==> src/rtl/seq_add_n.sv <==
// Multi-cycle adder/subtractor: WIDTH-bit operands are summed CHUNK bits per clock,
// LSB chunk first, with carry, signed-overflow and zero flags reported at completion.
module seq_add_n #(
    parameter int WIDTH = 16,
    parameter int CHUNK = 4
) (
    input  logic             clk,
    input  logic             reset,
    input  logic             start,
    input  logic             sub,
    input  logic [WIDTH-1:0] a,
    input  logic [WIDTH-1:0] b,
    output logic             busy,
    output logic             done,
    output logic [WIDTH-1:0] out,
    output logic             carry,
    output logic             overflow,
    output logic             zero
);

    localparam int SAFE_CHUNK = (CHUNK < 1) ? 1 : CHUNK;
    localparam bit BAD_CFG    = (CHUNK < 1) || ((WIDTH % SAFE_CHUNK) != 0);
    localparam int N          = WIDTH / SAFE_CHUNK;
    localparam int CNT_W      = (N > 1) ? $clog2(N) : 1;
    localparam logic [CNT_W-1:0] LAST = CNT_W'(N - 1);

    generate
        if (BAD_CFG) begin : g_bad_cfg
            $error("seq_add_n: WIDTH must be a positive multiple of CHUNK (CHUNK >= 1)");
        end
    endgenerate

    typedef enum logic {
        IDLE = 1'b0,
        RUN  = 1'b1
    } state_t;

    state_t state, state_next;

    logic [WIDTH-1:0] a_sh;
    logic [WIDTH-1:0] b_sh;
    logic [WIDTH-1:0] res_sh;
    logic [WIDTH-1:0] res_next;
    logic             run_c;
    logic             sign_a;
    logic             sign_b;
    logic [CNT_W-1:0] cnt;
    logic [CHUNK:0]   csum;
    logic             last;

    function automatic logic [CHUNK:0] add_chunk(input logic [CHUNK-1:0] x,
                                                 input logic [CHUNK-1:0] y,
                                                 input logic             cin);
        return {1'b0, x} + {1'b0, y} + {{CHUNK{1'b0}}, cin};
    endfunction

    // Operands of equal sign producing a result of the other sign cannot be represented.
    function automatic logic signed_ovf(input logic sa, input logic sb, input logic sr);
        return (sa == sb) && (sr != sa);
    endfunction

    // Chunk adder: partial sum enters the result register from the top so that
    // after N passes the first (least significant) chunk sits at bit 0.
    always_comb begin
        csum     = add_chunk(a_sh[CHUNK-1:0], b_sh[CHUNK-1:0], run_c);
        res_next = (res_sh >> CHUNK) | (WIDTH'(csum[CHUNK-1:0]) << (WIDTH - CHUNK));
        last     = (state == RUN) && (cnt == LAST);
    end

    always_comb begin
        state_next = state;
        busy       = 1'b0;
        case (state)
            IDLE: begin
                if (start) begin
                    state_next = RUN;
                end
            end
            RUN: begin
                busy = 1'b1;
                if (cnt == LAST) begin
                    state_next = IDLE;
                end
            end
            default: state_next = IDLE;
        endcase
    end

    always_ff @(posedge clk) begin
        if (reset) begin
            state <= IDLE;
        end else begin
            state <= state_next;
        end
    end

    // Capture on start, one chunk per RUN edge, publish results on the last chunk.
    always_ff @(posedge clk) begin
        if (reset) begin
            a_sh     <= '0;
            b_sh     <= '0;
            res_sh   <= '0;
            run_c    <= 1'b0;
            sign_a   <= 1'b0;
            sign_b   <= 1'b0;
            cnt      <= '0;
            done     <= 1'b0;
            out      <= '0;
            carry    <= 1'b0;
            overflow <= 1'b0;
            zero     <= 1'b1;
        end else begin
            done <= 1'b0;
            if (state == IDLE) begin
                if (start) begin
                    a_sh   <= a;
                    b_sh   <= sub ? ~b : b;
                    run_c  <= sub;
                    sign_a <= a[WIDTH-1];
                    sign_b <= sub ? ~b[WIDTH-1] : b[WIDTH-1];
                    cnt    <= '0;
                end
            end else begin
                a_sh   <= a_sh >> CHUNK;
                b_sh   <= b_sh >> CHUNK;
                res_sh <= res_next;
                run_c  <= csum[CHUNK];
                cnt    <= cnt + 1'b1;
                if (last) begin
                    out      <= res_next;
                    carry    <= csum[CHUNK];
                    overflow <= signed_ovf(sign_a, sign_b, res_next[WIDTH-1]);
                    zero     <= (res_next == '0);
                    done     <= 1'b1;
                end
            end
        end
    end

endmodule

==> config.mk <==
export PLATFORM = sky130hd
export DESIGN_NAME = seq_add_n
export DESIGN_NICKNAME = d
export VERILOG_FILES = /design/src/rtl/seq_add_n.sv
export SDC_FILE = /design/constraint.sdc
export NUM_CORES = 1
export LEC_CHECK = 0
export BUFFER_PORTS_ARGS = -buffer_cell sky130_fd_sc_hd__clkbuf_2
export CORE_MARGIN = 4
export CORE_UTILIZATION = 55
export DETAILED_ROUTE_END_ITERATION = 10
export PLACE_DENSITY = 0.77
export SLEW_MARGIN = 20
export SYNTH_ARGS = -nofsm -noshare
export SYNTH_HDL_FRONTEND = slang
export SYNTH_SLANG_ARGS = --single-unit
==> constraint.sdc <==
create_clock -name clk -period 2.4 [get_ports clk]
set_input_delay 0.24 -clock clk [delete_from_list [all_inputs] [get_ports clk]]
set_output_delay 0.24 -clock clk [all_outputs]
set_load 0.005 [all_outputs]
# ---- After elaboration in Yosys (flattened, before gate mapping)
# Cells that the tools add are included.
dict set report op_classes {
  addsub 3
  n_reduce_logical 8
  bitwise 4
  eq_ne 3
  muxes 15
}
# op n
set ops {}
lappend ops {{$mux W12} 4}
lappend ops {{$logic_not A16 Y1} 1}
lappend ops {{$mux W16} 1}
lappend ops {{$not A16 Y16} 1}
lappend ops {{$or A12 B16 Y16} 1}
lappend ops {{$mux W1} 7}
lappend ops {{$add A4 B4 Y5} 1}
lappend ops {{$add A5 B1 Y5} 1}
lappend ops {{$mux W2} 2}
lappend ops {{$reduce_and A2 Y1} 2}
lappend ops {{$reduce_or A2 Y1} 2}
lappend ops {{$add A2 B1 Y2 const B} 1}
lappend ops {{$eq A2 B2 Y1 const B} 1}
lappend ops {{$logic_and A1 B1 Y1} 2}
lappend ops {{$not A1 Y1} 2}
lappend ops {{$pmux W1 S2} 1}
lappend ops {{$reduce_bool A2 Y1} 1}
lappend ops {{$eq A1 B1 Y1} 1}
lappend ops {{$ne A1 B1 Y1} 1}
dict set report totals {
  register_bits 74
  output_inout_bits 21
  inputBits 36
}

# ---- Logic depth before layout (Yosys ltp)
dict set report logic_depth {
  depth_word 5
  ltp_mapped 6
  ltp_nobuf 6
}

# ---- Worst setup path before layout
# Ideal clock, no wire load.
dict set report synth_timing {
  kind {register -> register}
  from {register a_sh[0]}
  to {register zero}
  path_slack_ns 0.620
  t_required_ns 2.340
  path_stages_with_launch 7
  arrival_time_ns 1.721
  path_buffers 0
  setup_time_ns 0.060
  period_less_slack_ns 1.780
  cell_sequence {dfxtp_1 fa_1 fa_1 nor4_1 and3_1 o2111ai_1 nand2_1}
}
dict set report synth_via {
  elab_chain_cells 4
}
# item line_no
set synth_rtl {}
lappend synth_rtl {{start, declared} 40} ;# logic [WIDTH-1:0] a_sh;
lappend synth_rtl {{start signal, assigned} 124} ;# a_sh <= a_sh >> CHUNK;
lappend synth_rtl {{$add A4 B4 Y5} 54} ;# return {1'b0, x} + {1'b0, y} + {{CHUNK{1'b0}}, cin};
lappend synth_rtl {{$add A5 B1 Y5} 54}
lappend synth_rtl {{named net csum[1]} 48} ;# logic [CHUNK:0] csum;
lappend synth_rtl {{$or A12 B16 Y16} 66} ;# res_next = (res_sh >> CHUNK) | (WIDTH'(csum[CHUNK-1:0]) << (WIDTH - CHUNK));
lappend synth_rtl {{$logic_not A16 Y1} 133} ;# zero <= (res_next == '0);
lappend synth_rtl {{end signal, assigned} 133}
lappend synth_rtl {{end, declared} 18} ;# output logic zero
# The timed path passes the listed nets, and every way through them passes these cells.
# A chain may end at the register's enable or synchronous reset.

# ---- Final worst setup path
dict set report layout_timing {
  from {register a_sh[0]}
  to {register zero}
}
dict set report layout_via {
  elab_chain_cells 4
}
# item line_no
set layout_rtl {}
lappend layout_rtl {{$add A4 B4 Y5} 54}
lappend layout_rtl {{$add A5 B1 Y5} 54}
lappend layout_rtl {{$or A12 B16 Y16} 66}
lappend layout_rtl {{$logic_not A16 Y1} 133}
# Every way passes these cells.

==> results.md <==
* Max VDD drop at 0.521 mV
* PnR worst setup slack at 0.467 ns
* Required time of the critical path at 2.68 ns
* Yosys warning total at 0
* Die width at 81.7 µm
* Routed wl met3 at 275 µm
* # IOs at 57
* Post-synth ARST share at 0%
* Pre-Repair DR Iteration Count at 4
* Worst-Margin Slew at 0.738 ns
* Reg clk slew, reported paths at 0.07 ns
* Worst setup path startpoint: a_sh[0]
* WL/cell at 13.0 µm
* Crit. End Element: register
* Hold_buf cts at 0
* GP Congestion at 0.807
* Pwr dens at 785 mW/mm²
* Combinational share of power at 10.6%
* Final core utilization at 68.8%
* Crit path launch type: register
* Total GRT Usage at 19.3%
* Hold EP: a_sh[13]
* CTS tree: built
* Number of global-route vias before repair at 2193
* Mapped cell area at 0.00299 mm²
* DRC violations left at 0
* First-pass GRT wire length at 9790 µm
* Initial Util at 57.7%
* Pins Over Slew Limit at 0
* Max Root-Sink Buffers at 2
* Top Metal Used: met4
* CP max FO at 3
* Reg2reg start: a_sh[0]
* Clk_skew at 0.00876 ns
* Initial antenna violation count at 0
* Largest family of logic cells by synthesized area: simple AND/OR/NAND/NOR gates
* Critical path arrival at 2.21 ns
* Syn avg cell area at 8.68 µm²
* Worst hold path class: in2reg
* # clock sinks at 70
* Top post-synthesis cells by area: dfxtp_1 47%, nor2_1 9.6%, mux2i_1 9.4%
* RSZ-0062 raised after global routing: false
* Clk Latency, worst-skew pair at 0.34 ns
* Detailed route wirelength on metal2 at 2910 µm
* EDFF count, synth at 0
* Die Footprint at 0.00667 mm²
* Layout area overhead at 19.2%
* Post-synthesis xor/xnor area fraction at 4.99%
* Final TNS setup at 0 ns
* P_leak at 1.50 nW
* Met1 wire length at 2750 µm
* Total internal power at 2.17 mW
* Pin count of the biggest net entering global routing at 70
* CP Class: reg2reg
* Mux share of post-synthesis cell area at 9.39%
* Iter 0 DRT Violations at 81
* Dominant synthesized flop cell: dfxtp_1
* Seq pwr share at 44.7%
* Final period utilization at 80.5%
* PortBufs at 56
* Simple-gate area share of the yosys netlist at 17.3%
* Share of layout cells above drive strength 1 at 21.0%
* Hold Startpoint: a[13]
* Reg2reg end: zero
* Adder-Cell Fraction of Synth Area at 3.02%
* WL final at 6060 µm
* Final hold vios at 0
* GRT Residual Overflow at 0
* P_sw at 625 µW
* Via count at 2427
* Reg2reg path depth at 6
* Min Tclk post-route at 1.93 ns
* N_diodes at 0
* Vias/cell at 5.22
* Detailed Place HPWL at 4230 µm
* Root Driver: clkbuf_8
* Setup WS pre-CTS at 0.508 ns
* Max-cap check violation count at 0
* Post-cts sizing count at 0
* Post-synth cell types at 31
* Max Freq at 517 MHz
* Die Height at 81.7 µm
* Post-Syn Nets at 386
* Worst Hold Depth at 3
* Routed Antenna Nets at 0
* Sequential element share of the synthesized area at 46.9%
* Synth Area in Compound Gates at 14.5%
* FF-to-FF setup slack at 0.47 ns
* Site row count at 26
* CTS buffer count at 9
* Placeable core area at 0.00517 mm²
* Sw Ratio at 22.4%
* Postcts setup bufs at 0
* Mapped Cells at 344
* Slew HR at 50.8%
* H-Tree Depth at 3
* Synthesized flop and latch total at 70
* Post-synth top area share at 46.9%
* Area leader, netlist: dfxtp_1
* Layout Nets at 432
* Status: completed
* Clock power share at 44.7%
* Setup-failing EPs final at 0
-- flip-flops by register name, indices dropped and copies added, names as in the netlist --
signal / cells
a_sh: 16
b_sh: 16
carry: 1
cnt: 2
done: 1
out: 16
overflow: 1
res_sh: 12
run_c: 1
sign_a: 1
sign_b: 1
state: 1
zero: 1
-- kinds of logic (layout without fill, tap and decap cells) --
kind of cell | count (synthesis) | after routing
AND/OR/NAND/NOR | 124 | 124
adder cells (fa/ha/maj) | 6 | 6
XOR/XNOR | 17 | 17
multiplexers | 28 | 28
buffers and inverters | 28 | 79
flip-flops | 70 | 70
AO/OA/AOI/OAI | 71 | 71
-- critical path: stages, from the launching register on --
cell	delay (ns)
dfxtp_1	0.34
fa_1	0.49
fa_1	0.42
xnor2_1	0.25
and3_1	0.19
o2111ai_1	0.11
nand2_1	0.09
-- how the worst max path moves through the flow --
stage,endpoint,slack [ns],depth (start not counted)
after detailed placement,zero,0.51,6
final,zero,0.47,6
after CTS,zero,0.48,6
after floorplan,zero,0.62,6
after global routing,zero,0.38,6
after global placement,zero,0.53,6
-- placed cells by master (no fill, tap or decap), types with 2 or more instances in the layout --
| cell type | netlist | layout |
|---|---|---|
| a211oi_1 | 22 | 22 |
| a21oi_1 | 41 | 41 |
| clkbuf_2 | 0 | 56 |
| clkbuf_8 | 0 | 10 |
| xnor2_1 | 17 | 17 |
| nor4_1 | 3 | 3 |
| dfxtp_1 | 70 | 69 |
| nor2b_1 | 4 | 4 |
| ha_1 | 4 | 4 |
| mux2i_1 | 28 | 28 |
| nor3_1 | 2 | 2 |
| bufinv_16 | 0 | 4 |
| o31ai_1 | 2 | 2 |
| nor2_1 | 76 | 76 |
| fa_1 | 2 | 2 |
| nand2_1 | 32 | 32 |
| buf_4 | 1 | 6 |
-- cells in the mapped netlist, drive strengths merged (2+ instances only) --
cell type / instances
buf: 8
mux2i: 28
xnor2: 17
nor4: 3
nor2b: 4
a21oi: 42
nand2: 32
fa: 2
ha: 4
dfxtp: 70
nor3: 2
a211oi: 22
clkbuf: 19
nor2: 76
o31ai: 2
-- power groups by stage --
stage / Sequential, mW / Combinational (mW) / Clock, mW
after floorplan: 1.26 / 0.228 / 0
after global placement: 1.27 / 0.288 / 0
after detailed placement: 1.28 / 0.295 / 0
after CTS: 1.25 / 0.297 / 1.27
after global routing: 1.26 / 0.331 / 1.32
final: 1.25 / 0.296 / 1.25
-- per-layer routing --
metal,global-route usage (%),up-vias
met2,31.7,52
met1,23.6,1096
met3,4.50,14
met5,0,-
li1,-,1265
met4,9.97,0
-- area by class of cell --
class                   count  area (µm²)
flip-flops and latches     70        1400
inverters                   1        3.75
multi-input cells         246        1470
well taps                  70        87.6
clock inverters             6         133
clock buffers              10         138
fillers                   437        1610
repair buffers             62         325
-- stage by stage --
step                instance area [µm²]  instances  total power [mW]  hold WS, ns
floorplan                          2990        344              1.49        0.387
global placement                   3290        449              1.56        0.441
detailed placement                 3290        449              1.57        0.448
CTS                                3560        465              2.81        0.134
global route                       3560        465              2.90        0.143
finish                             3560        465              2.79        0.141
(Power assumes the default switching activity.)
